### config.mk
export PLATFORM = sky130hd
export DESIGN_NAME = load_store_unit_flat
export DESIGN_NICKNAME = d
export VERILOG_FILES = /design/src/rtl/lsu_pkg.sv /design/src/rtl/load_store_unit_if.sv /design/src/rtl/lsu_lane_align.sv /design/src/rtl/load_store_unit.sv /design/src/flat_wrapper.sv
export SDC_FILE = /design/constraint.sdc
export NUM_CORES = 1
export LEC_CHECK = 0
export ABC_CLOCK_PERIOD_IN_PS = 5500
export BUFFER_PORTS_ARGS = -buffer_cell sky130_fd_sc_hd__buf_4
export CORE_UTILIZATION = 48
export CTS_BUF_LIST = sky130_fd_sc_hd__clkbuf_4 sky130_fd_sc_hd__clkbuf_8
export CTS_CLUSTER_SIZE = 16
export DETAILED_ROUTE_END_ITERATION = 6
export GPL_TIMING_DRIVEN = 0
export PLACE_DENSITY = 0.87
export SYNTH_ARGS = -nofsm -noshare
export SYNTH_HDL_FRONTEND = slang
export SYNTH_SLANG_ARGS = --single-unit
### constraint.sdc
create_clock -name clock -period 5.5 [get_ports clock]
set_input_delay 1.375 -clock clock [delete_from_list [all_inputs] [get_ports clock]]
set_output_delay 1.375 -clock clock [all_outputs]
set_load 0.1 [all_outputs]
### src/rtl/lsu_pkg.sv
// Shared definitions for the load/store unit: funct3 codes, FSM encoding,
// request record and the legality/alignment check.
package lsu_pkg;
  localparam int NUM_LANES = 4;

  localparam logic [2:0] F3_LB  = 3'd0;
  localparam logic [2:0] F3_LH  = 3'd1;
  localparam logic [2:0] F3_LW  = 3'd2;
  localparam logic [2:0] F3_LBU = 3'd4;
  localparam logic [2:0] F3_LHU = 3'd5;
  localparam logic [2:0] F3_SB  = 3'd0;
  localparam logic [2:0] F3_SH  = 3'd1;
  localparam logic [2:0] F3_SW  = 3'd2;

  typedef enum logic [1:0] {ST_IDLE, ST_ISSUE, ST_CAPTURE, ST_WRITE} lsu_state_e;

  // Only the byte offset is kept; the word address is registered at accept.
  typedef struct packed {
    logic        store;
    logic [2:0]  funct3;
    logic [1:0]  off;
    logic [31:0] wdata;
  } lsu_req_t;

  function automatic logic req_is_bad(input logic store, input logic [2:0] f3,
                                      input logic [1:0] off);
    logic illegal, misaligned;
    illegal    = store ? (f3 >= 3'd3) : (f3 == 3'd3 || f3 == 3'd6 || f3 == 3'd7);
    misaligned = (f3[1:0] == 2'd1 && off[0]) || (f3[1:0] == 2'd2 && off != 2'd0);
    return illegal || misaligned;
  endfunction
endpackage

### src/rtl/load_store_unit_if.sv
// Core request/response plus word-wide memory port of the load/store unit.
interface load_store_unit_if #(parameter int ADDR_WIDTH = 13);
  logic                  req_valid;
  logic                  req_ready;
  logic                  req_store;
  logic [2:0]            req_funct3;
  logic [31:0]           req_addr;
  logic [31:0]           req_wdata;
  logic                  resp_valid;
  logic                  resp_error;
  logic [31:0]           resp_rdata;
  logic                  mem_we;
  logic [ADDR_WIDTH-1:0] mem_addr;
  logic [31:0]           mem_writedata;
  logic [31:0]           mem_readdata;

  modport master (
    input  req_valid, req_store, req_funct3, req_addr, req_wdata, mem_readdata,
    output req_ready, resp_valid, resp_error, resp_rdata, mem_we, mem_addr, mem_writedata
  );
  modport slave (
    output req_valid, req_store, req_funct3, req_addr, req_wdata, mem_readdata,
    input  req_ready, resp_valid, resp_error, resp_rdata, mem_we, mem_addr, mem_writedata
  );
endinterface

### src/rtl/lsu_lane_align.sv
// Combinational byte-lane steering: load extract/extend and sub-word store merge.
module lsu_lane_align
  import lsu_pkg::*;
(
  input  logic [2:0]  funct3,
  input  logic [1:0]  byte_off,
  input  logic [31:0] word,
  input  logic [31:0] wdata,
  output logic [31:0] load_data,
  output logic [31:0] merged
);
  logic [NUM_LANES-1:0][7:0] w_lanes, m_lanes;
  logic [7:0]  sel_b;
  logic [15:0] sel_h;

  assign w_lanes = word;
  assign sel_b   = w_lanes[byte_off];
  assign sel_h   = byte_off[1] ? word[31:16] : word[15:0];

  always_comb begin
    load_data = word;
    case (funct3)
      F3_LB:   load_data = {{24{sel_b[7]}}, sel_b};
      F3_LBU:  load_data = {24'd0, sel_b};
      F3_LH:   load_data = {{16{sel_h[15]}}, sel_h};
      F3_LHU:  load_data = {16'd0, sel_h};
      default: load_data = word;
    endcase
  end

  for (genvar i = 0; i < NUM_LANES; i++) begin : g_lane
    localparam logic [1:0] LANE = 2'(i);
    logic       hit;
    logic [7:0] src;
    always_comb begin
      hit = 1'b0;
      src = wdata[7:0];
      case (funct3[1:0])
        2'd0: hit = (byte_off == LANE);
        2'd1: begin hit = (byte_off[1] == LANE[1]); src = wdata[8*(i%2) +: 8]; end
        2'd2: begin hit = 1'b1; src = wdata[8*i +: 8]; end
        default: hit = 1'b0;
      endcase
    end
    assign m_lanes[i] = hit ? src : w_lanes[i];
  end

  assign merged = m_lanes;
endmodule

### src/rtl/load_store_unit.sv
// Load/store initiator: FSM, request register and registered response for a
// word-wide memory with 1-cycle read latency and no byte enables.
module load_store_unit
  import lsu_pkg::*;
#(
  parameter int ADDR_WIDTH = 13
) (
  input  logic clock,
  input  logic reset,
  load_store_unit_if.master bus
);
  lsu_state_e  state;
  lsu_req_t    req_q;
  logic [31:0] load_data, merged;
  logic        bad, q_is_sw;

  assign bus.req_ready = (state == ST_IDLE);
  assign bad           = req_is_bad(bus.req_store, bus.req_funct3, bus.req_addr[1:0]);
  assign q_is_sw       = req_q.store && req_q.funct3 == F3_SW;

  lsu_lane_align u_align (
    .funct3   (req_q.funct3),
    .byte_off (req_q.off),
    .word     (bus.mem_readdata),
    .wdata    (req_q.wdata),
    .load_data(load_data),
    .merged   (merged)
  );

  always_ff @(posedge clock) begin
    if (reset) begin
      state             <= ST_IDLE;
      req_q             <= '0;
      bus.mem_we        <= 1'b0;
      bus.mem_addr      <= '0;
      bus.mem_writedata <= '0;
      bus.resp_valid    <= 1'b0;
      bus.resp_error    <= 1'b0;
      bus.resp_rdata    <= '0;
    end else begin
      bus.mem_we     <= 1'b0;
      bus.resp_valid <= 1'b0;
      bus.resp_error <= 1'b0;
      bus.resp_rdata <= '0;
      case (state)
        ST_IDLE: if (bus.req_valid) begin
          if (bad) begin
            bus.resp_valid <= 1'b1;
            bus.resp_error <= 1'b1;
          end else begin
            req_q        <= '{store: bus.req_store, funct3: bus.req_funct3,
                              off: bus.req_addr[1:0], wdata: bus.req_wdata};
            bus.mem_addr <= bus.req_addr[ADDR_WIDTH+1:2];
            state        <= ST_ISSUE;
            // Full-word store goes straight out; sub-word stores read first.
            if (bus.req_store && bus.req_funct3 == F3_SW) begin
              bus.mem_we        <= 1'b1;
              bus.mem_writedata <= bus.req_wdata;
            end
          end
        end
        ST_ISSUE: begin
          if (q_is_sw) begin
            bus.resp_valid <= 1'b1;
            state          <= ST_IDLE;
          end else begin
            state <= ST_CAPTURE;
          end
        end
        ST_CAPTURE: begin
          if (req_q.store) begin
            bus.mem_writedata <= merged;
            bus.mem_we        <= 1'b1;
            state             <= ST_WRITE;
          end else begin
            bus.resp_rdata <= load_data;
            bus.resp_valid <= 1'b1;
            state          <= ST_IDLE;
          end
        end
        ST_WRITE: begin
          bus.resp_valid <= 1'b1;
          state          <= ST_IDLE;
        end
        default: state <= ST_IDLE;
      endcase
    end
  end
endmodule
### src/flat_wrapper.sv
// flat-port wrapper written by rule: the top's interface ports become plain ports
module load_store_unit_flat import lsu_pkg::*;
#(
  parameter int ADDR_WIDTH = 13
)
  (clock, reset, bus_req_valid, bus_req_store, bus_req_funct3, bus_req_addr, bus_req_wdata, bus_mem_readdata, bus_req_ready, bus_resp_valid, bus_resp_error, bus_resp_rdata, bus_mem_we, bus_mem_addr, bus_mem_writedata);
  load_store_unit_if #(.ADDR_WIDTH(ADDR_WIDTH)) bus_i ();
  input  logic clock;
  input  logic reset;
  input wire logic [$bits(bus_i.req_valid)-1:0] bus_req_valid;
  input wire logic [$bits(bus_i.req_store)-1:0] bus_req_store;
  input wire logic [$bits(bus_i.req_funct3)-1:0] bus_req_funct3;
  input wire logic [$bits(bus_i.req_addr)-1:0] bus_req_addr;
  input wire logic [$bits(bus_i.req_wdata)-1:0] bus_req_wdata;
  input wire logic [$bits(bus_i.mem_readdata)-1:0] bus_mem_readdata;
  output wire logic [$bits(bus_i.req_ready)-1:0] bus_req_ready;
  output wire logic [$bits(bus_i.resp_valid)-1:0] bus_resp_valid;
  output wire logic [$bits(bus_i.resp_error)-1:0] bus_resp_error;
  output wire logic [$bits(bus_i.resp_rdata)-1:0] bus_resp_rdata;
  output wire logic [$bits(bus_i.mem_we)-1:0] bus_mem_we;
  output wire logic [$bits(bus_i.mem_addr)-1:0] bus_mem_addr;
  output wire logic [$bits(bus_i.mem_writedata)-1:0] bus_mem_writedata;
  assign bus_i.req_valid = bus_req_valid;
  assign bus_i.req_store = bus_req_store;
  assign bus_i.req_funct3 = bus_req_funct3;
  assign bus_i.req_addr = bus_req_addr;
  assign bus_i.req_wdata = bus_req_wdata;
  assign bus_i.mem_readdata = bus_mem_readdata;
  assign bus_req_ready = bus_i.req_ready;
  assign bus_resp_valid = bus_i.resp_valid;
  assign bus_resp_error = bus_i.resp_error;
  assign bus_resp_rdata = bus_i.resp_rdata;
  assign bus_mem_we = bus_i.mem_we;
  assign bus_mem_addr = bus_i.mem_addr;
  assign bus_mem_writedata = bus_i.mem_writedata;
  load_store_unit #(.ADDR_WIDTH(ADDR_WIDTH)) u_core (.clock(clock), .reset(reset), .bus(bus_i));
endmodule
## After elaboration in Yosys (flattened, before gate mapping)

Index checks and enable logic that the tools add are counted.

| word-level totals | value |
|---|---|
| register bits after elaboration | 120 |
| input port bits | 103 |
| output and inout port bits | 81 |
| word-level logic and storage cells | 95 |

| operators by class | value |
|---|---|
| order comparisons | 2 |
| equality and inequality tests | 22 |
| muxes and demuxes | 36 |
| bitwise logic cells | 4 |
| reduce and logical (&&, ||, !) cells | 20 |

Operators with widths:

| kind | number |
|---|---|
| two-way mux 32 bit | 4 |
| one-hot mux 32 bit (4 select lines) | 1 |
| one-hot mux 32 bit (2 select lines) | 1 |
| two-way mux 8 bit | 7 |
| binary-select mux 8 bit (select 2 bit) | 1 |
| two-way mux 16 bit | 1 |
| one-hot mux 8 bit (2 select lines) | 1 |
| == test 2 bit, second input constant | 6 |
| == test 3 bit, second input constant | 4 |
| one-hot mux 1 bit (3 select lines) | 4 |
| == test 3 x 2 -> 1 bit, second input constant | 3 |
| two-way mux 1 bit | 9 |
| == test 2 x 1 -> 1 bit, second input constant | 4 |
| two-way mux 2 bit | 4 |
| one-hot mux 2 bit (4 select lines) | 1 |
| logical NOT 2 bit | 3 |
| AND reduction 5 bit | 1 |
| logical AND 1 bit | 4 |
| logical OR 1 bit | 4 |
| inequality test 2 x 1 -> 1 bit, second input constant | 2 |
| inequality test 2 bit, second input constant | 2 |
| NOT 1 bit | 4 |
| one-hot mux 1 bit (4 select lines) | 1 |
| nonzero test 2 bit | 2 |
| other kinds (9) | 10 |

## Longest topological paths before layout

Gate-level depths: netlist of the first run.

| logic depth | value |
|---|---|
| depth in word-level cells | 8 |
| depth in mapped cells | 8 |
| mapped depth without buffers | 6 |

## Hierarchy

Synthesis of the first run repeated with hierarchy kept, for this count alone.

| second synthesis, totals | value |
|---|---|
| cells, all modules | 629 |
| area, all modules | 5967.0 um2 |

By module, submodules not included:

| module | times used | cells an instance | area each (um2) | sequential area each (um2) |
|---|---|---|---|---|
| load_store_unit | 1 | 460 | 4561.9 | 2402.3 |
| lsu_lane_align | 1 | 169 | 1405.1 | 0.0 |

## Least setup slack after synthesis of the first run

OpenSTA, ideal clock, no wires.

| timing path | value |
|---|---|
| path kind | reg-to-output |
| start | reg u_core.state[0] |
| end | out bus_req_ready |
| arrival time | 1.846 ns |
| required time | 4.125 ns |
| path slack | 2.279 ns |
| cell stages (with the launch flop) | 3 |
| path buffers | 1 |
| path through | dfxtp_1 clkbuf_1 nor2_1 |

| on the way | value |
|---|---|
| longest elaborated chain between the ends | 1 |

RTL lines:

| item | RTL line | source |
|---|---|---|
| start, declared | load_store_unit.sv:12 | `lsu_state_e state;` |
| start signal, assigned | load_store_unit.sv:32 | `state <= ST_IDLE;` |
| start signal, assigned | load_store_unit.sv:54 | `state <= ST_ISSUE;` |
| start signal, assigned | load_store_unit.sv:65 | `state <= ST_IDLE;` |
| logical NOT 2 bit | load_store_unit.sv:17 | `assign bus.req_ready = (state == ST_IDLE);` |
| end, declared | flat_wrapper.sv:16 | `output wire logic [$bits(bus_i.req_ready)-1:0] bus_req_ready;` |

Every way passes these cells.

## Worst setup path after layout of the first run

Ends and elaborated chain as after synthesis.

==> flow_summary.ini, run 1 <==
[floorplan]
placement_rows = 39
ios = 184
chipWidth_um = 112
die-area_um2 = 12600
core-area_um2 = 11700
start_util_pct = 50.1
die_span_in_y_um = 112

[min_path]
hold_path_class = register to register
holdPathStages = 2

[route]
drt-total-wl_um = 19200
detail_route.first_pass.iterations = 7
remaining_drc_errors = 15
route.detailed.wl_per_inst_um = 18.3
post_drt_via_cell_ratio = 5.93
drtIter0Drc = 664
routed_via_count = 6230
drtAntennaViolNets = 0

[timing]
slew_viol_final = 0
worst_slew_pin_slew_ps = 740
max_freq_mhz = 332
timing.clock.skew_ps = 10.5
slew-limit-headroom_pct = 50.7
hold_viol_final = 0
grt_setup_unrepaired = no
finalSetupViolations = 0
setup-tns-final_ps = 0
finalCritPeriodShare_pct = 54.8
final_period_minus_worst_setup_slack_ps = 3010

[outcome]
run_status = complete, but fails checks
failing_checks = DRC

[finish]
antenna-diode-count = 0
number_of_fill_cells = 988
layout.nets = 1002
final_common_cell = sky130_fd_sc_hd__buf_4
design_area_um2 = 7610
multiInputGateArea_um2 = 3030
syn_to_final_growth_pct = 30.2
regArea_um2 = 2400
layout-drive-gt1-share_pct = 25.6
most-common-layout-cells = 165 x sky130_fd_sc_hd__buf_4, 125 x sky130_fd_sc_hd__nand2_1, 120 x sky130_fd_sc_hd__dfxtp_1

[global_routing]
grt_max_degree = 17
grt_pass1_vias = 5786
antenna_found_initial = 0
grt.total_usage_pct = 30.5
grt-ovfl-total = 0
wire_length_of_the_first_global_routing_pass_um = 29600

[critical_path]
worst_path_largest_cell_delay_ps = 360
crit_path_end_kind = output port
top_delay_family_on_crit_path = buffers and inverters
critical_path_cell_count = 3
cp_slowest_cell = sky130_fd_sc_hd__buf_4
worst-endpoint-arrival_ps = 1640
worst-setup-path-type = register to output port
required_time_worst_endpoint_ps = 4120
worstRegToRegCells = 8
critPathBufInv = 2
critical_path.startpoint_type = register
crit_chain = clkbuf_1 -> nor2_1 -> buf_4
worst-path-max-fanout = 10

[synth]
synth_seq_area_share_pct = 41.1
postSynthNetCount = 818
syn_avg_cell_area_um2 = 8.22
synth_warnings = 0
top_flip_flop_cell_by_instance_count_after_synthesis = sky130_fd_sc_hd__dfxtp_1
synth.ff_latch_count = 120
synthDistinctLibCells = 44
synth_edf_count = 0
post_synth_instance_area_um2 = 5840
synthArstFlopShare_pct = 0
gate_count_post_synth = 711

[run]
maxCapViolCount = 0

[clock_tree]
postCtsSetupBuffers = 0
clk_latency_ps = 450
clkTransAtPathRegs_ps = 70
clock_sinks = 120
root_buffer = sky130_fd_sc_hd__clkbuf_8
clock_tree_from_tritoncts = built
cts_buffers = 17
h_tree_level_count = 4
max_clock_buf_depth = 2
post_cts_resized = 0
cts_hold_buf = 0

[pwr]
p_per_area_nw_per_um2 = 265
p_leak_nw = 2.93
ir_drop_v = 0.000213

[placed_design]
placedInstanceArea_um2 = 7260
io_buffer_count = 165
post-dp-hpwl_um = 14500
gp_routability_congestion = 1.00
kinds of logic (layout without fill, tap and decap cells):
kind of cell | count (synthesis) | after routing | synth area share [%]
AOI/OAI and AO/OA | 252 | 252 | 30.9
adders and majority gates | 4 | 4 | 0.857
buffers and inverters | 100 | 297 | 7.02
DFF | 120 | 120 | 41.1
muxes | 26 | 26 | 4.69
and+or+nand+nor | 209 | 209 | 15.5
worst min-delay path: cells and delay by family, from the launching register on:
family             cells  cell delay [ps]
DFF                    1              310
and+or+nand+nor        1               50
AOI/OAI and AO/OA      1               50
sequential cells by signal (all words and copies together) (netlist names):
register / flops
u_core.req_q: 38
u_core.bus.mem_writedata: 32
u_core.bus.resp_rdata: 32
u_core.bus.resp_error: 1
u_core.bus.resp_valid: 1
u_core.bus.mem_we: 1
u_core.bus.mem_addr: 13
u_core.state: 2
final timing paths:
check        slack [ps]              from                         to
max reg2reg        3070  u_core.req_q[35]  u_core.bus.resp_rdata[24]
min                 460  u_core.req_q[23]           u_core.req_q[23]
max                2490   u_core.state[0]              bus_req_ready
min reg2reg         460  u_core.req_q[23]           u_core.req_q[23]
metal layers:
layer | vias up | global-route usage, % | wire length, um
met2 | 386 | 48.8 | 8690
met1 | 2853 | 38.3 | 7720
met5 | - | 0 | 0
li1 | 2918 | - | -
met4 | 0 | 13.5 | 775
met3 | 73 | 8.64 | 2040
Yosys cell counts, types with 15 or more instances:
| master | number | share of area (%) |
|---|---|---|
| sky130_fd_sc_hd__a21oi_1 | 87 | 7.5 |
| sky130_fd_sc_hd__a211oi_1 | 32 | 4.1 |
| sky130_fd_sc_hd__inv_1 | 28 | 1.8 |
| sky130_fd_sc_hd__dfxtp_1 | 120 | 41 |
| sky130_fd_sc_hd__o21ai_0 | 24 | 2.1 |
| sky130_fd_sc_hd__nand2_1 | 125 | 8.0 |
| sky130_fd_sc_hd__mux2i_1 | 24 | 4.1 |
| sky130_fd_sc_hd__o211ai_1 | 17 | 2.2 |
| sky130_fd_sc_hd__a221oi_1 | 24 | 3.6 |
| sky130_fd_sc_hd__nor2b_1 | 20 | 2.1 |
| sky130_fd_sc_hd__clkbuf_1 | 55 | 3.5 |
| sky130_fd_sc_hd__nor2_1 | 44 | 2.8 |
| sky130_fd_sc_hd__a22oi_1 | 15 | 1.9 |
through the flow:
step	utilization (%)	hold slack, ps	setup WS [ps]	cells	power (mW)
2_1_floorplan	-	436	2280	711	1.18
5_1_grt	65.2	480	2340	1051	2.08
3_5_place_dp	62.3	448	2290	1019	1.32
4_1_cts	65.2	458	2480	1051	2.01
6_report	65.2	456	2490	1051	2.01
3_3_place_gp	62.3	442	2350	1019	1.32
power by group:
group / switching (mW) / internal [mW]
registers: 0.0197 / 0.894
logic: 0.271 / 0.124
clock network: 0.350 / 0.356
total: 0.641 / 1.37
cell type report:
| type | instances | share of cell area, % |
|---|---|---|
| clock buffer | 23 | 3.91 |
| multi-input combinational | 491 | 39.8 |
| tap | 143 | 2.35 |
| inverter | 28 | 1.38 |
| timing repair buffer | 165 | 16.3 |
| clock inverter | 9 | 0.658 |
| sequential | 120 | 31.6 |
| buffer | 72 | 4.01 |
(Power assumes the default switching activity.)
==> inputs of run 2 (changes only) <==
Settings changed: ABC_CLOCK_PERIOD_IN_PS 5500 to 2600, PLACE_DENSITY 0.87 to 0.9.
Clock period 5.5 ns to 2.6 ns, I/O delays scaled along.
==> flow_summary.ini, run 2 (synthesis results as in run 1) <==
[timing]
worst_slew_pin_slew_ps = 745
slew_viol_final = 0
hold_viol_final = 0
finalCritPeriodShare_pct = 95.3
final_period_minus_worst_setup_slack_ps = 2480
finalSetupViolations = 0
grt_setup_unrepaired = no
setup-tns-final_ps = 0
max_freq_mhz = 404
timing.clock.skew_ps = 12.0
slew-limit-headroom_pct = 50.4

[finish]
registers.top_by_ff_count = u_core.req_q
antenna-diode-count = 0
syn_to_final_growth_pct = 31.3
regArea_um2 = 2400
number_of_fill_cells = 986
postLayoutCoreUtil_pct = 65.8
layout.nets = 1002
final_common_cell = sky130_fd_sc_hd__buf_4
most-common-layout-cells = 165 x sky130_fd_sc_hd__buf_4, 125 x sky130_fd_sc_hd__nand2_1, 120 x sky130_fd_sc_hd__dfxtp_1
multiInputGateArea_um2 = 3040
layout-drive-gt1-share_pct = 25.9
top_regs = u_core.req_q x38, u_core.bus.mem_writedata x32, u_core.bus.resp_rdata x32
largest_register_ffs = 38

[critical_path]
r2r_end = u_core.bus.mem_writedata[30]
worst-endpoint-arrival_ps = 2790
reg2reg_slack_ps = 120
worst_r2r_startpoint = u_core.req_q[34]
worstRegToRegCells = 7
worstSetupEndpoint = u_core.bus.mem_writedata[30]
setup.worst_path.start = u_core.req_q[34]
critical_path.startpoint_type = register
crit_path_end_kind = register
worst-path-max-fanout = 10
required_time_worst_endpoint_ps = 2910
worst-setup-path-type = register to register

[route]
routed_via_count = 6230
drt-total-wl_um = 19700
drtAntennaViolNets = 0
remaining_drc_errors = 14
detail_route.first_pass.iterations = 7
route.detailed.wl_per_inst_um = 18.7
drtIter0Drc = 720
post_drt_via_cell_ratio = 5.93

[clock_tree]
clock_tree_from_tritoncts = built
h_tree_level_count = 4
cts_buffers = 17
clkTransAtPathRegs_ps = 70
clk_latency_ps = 450
max_clock_buf_depth = 2
cts_hold_buf = 0
root_buffer = sky130_fd_sc_hd__clkbuf_8
clock_sinks = 120

[floorplan]
ios = 184
start_util_pct = 50.1
chipWidth_um = 112
die-area_um2 = 12600
die_span_in_y_um = 112
placement_rows = 39
core-area_um2 = 11700

[global_routing]
wire_length_of_the_first_global_routing_pass_um = 30800
grt-ovfl-total = 0
antenna_found_initial = 0
grt.total_usage_pct = 32.0
grt_pass1_vias = 5887
grt_max_degree = 17

[outcome]
run_status = complete, but fails checks
failing_checks = DRC

[pwr]
p_per_area_nw_per_um2 = 584
p_leak_nw = 2.95
ir_drop_v = 0.000516

[placed_design]
gp_routability_congestion = 0.985
io_buffer_count = 165
post-dp-hpwl_um = 14800

[min_path]
hold_path_class = primary input to register

[run]
maxCapViolCount = 0
run 2: changes by cell type in the layout (fill, tap and decap cells not counted), sizes merged:
cell | previous run | this run
clkinv | 7 | 4
clkbuf | 78 | 79
bufinv | 0 | 2
run 2: repair_timing:
action / 4_1_cts / 5_1_grt
resized for setup: 0 / 2
setup buffers: 0 / 0
endpoints found under the setup margin: 0 / 12
run 2: report_power, final:
| group | leakage [nW] | internal (mW) | switching (mW) |
|---|---|---|---|
| clock network | 0.206 | 0.963 | 0.736 |
| logic | 1.77 | 0.263 | 0.581 |
| registers | 0.972 | 1.89 | 0.0436 |
run 2: metrics by stage:
stage	setup WS [ps]	cells	hold slack [ps]	instance area, um2	power [mW]
2_1_floorplan	286	711	436	5850	2.50
6_report	123	1051	444	7670	4.48
3_3_place_gp	158	1019	442	7260	2.78
5_1_grt	7.64	1051	435	7670	4.63
3_5_place_dp	123	1019	449	7260	2.80
4_1_cts	140	1051	428	7660	4.47
run 2: how the worst min path moves through the flow:
stage | to | cells past startpoint | start | slack (ps)
floorplan | u_core.req_q[16] | 2 | u_core.req_q[16] | 440
global placement | u_core.bus.mem_addr[7] | 2 | u_core.bus.mem_addr[7] | 440
detailed placement | u_core.bus.mem_addr[3] | 2 | u_core.bus.mem_addr[3] | 450
CTS | u_core.bus.mem_addr[4] | 3 | bus_req_addr[6] | 430
global route | u_core.bus.mem_addr[4] | 3 | bus_req_addr[6] | 440
finish | u_core.bus.mem_addr[12] | 3 | bus_req_addr[14] | 440
run 2: cell type report:
class                      instances  share of cell area, %
multi-input combinational        491                   39.6
sequential                       120                   31.3
timing repair buffer             165                   16.2
clock buffer                      24                   3.98
buffer                            72                   3.98
tap                              143                   2.33
inverter                          28                   1.37
clock inverter                     8                   1.24
run 2: routing by layer:
metal	track usage (%)	vias to the layer above	part of all wire [%]
met5	0	-	0
li1	-	2912	-
met3	8.48	86	9.9
met2	51.0	380	46
met1	39.8	2852	40
met4	16.5	0	4.3
run 2: worst max-delay path, stage by stage, from the launching register on:
cell and delay (ps):
sky130_fd_sc_hd__dfxtp_1 360, sky130_fd_sc_hd__ha_1 210, sky130_fd_sc_hd__clkbuf_1 200, sky130_fd_sc_hd__o21ba_2 350
sky130_fd_sc_hd__clkbuf_1 330, sky130_fd_sc_hd__a21boi_0 250, sky130_fd_sc_hd__a211oi_1 490, sky130_fd_sc_hd__o41ai_2 150
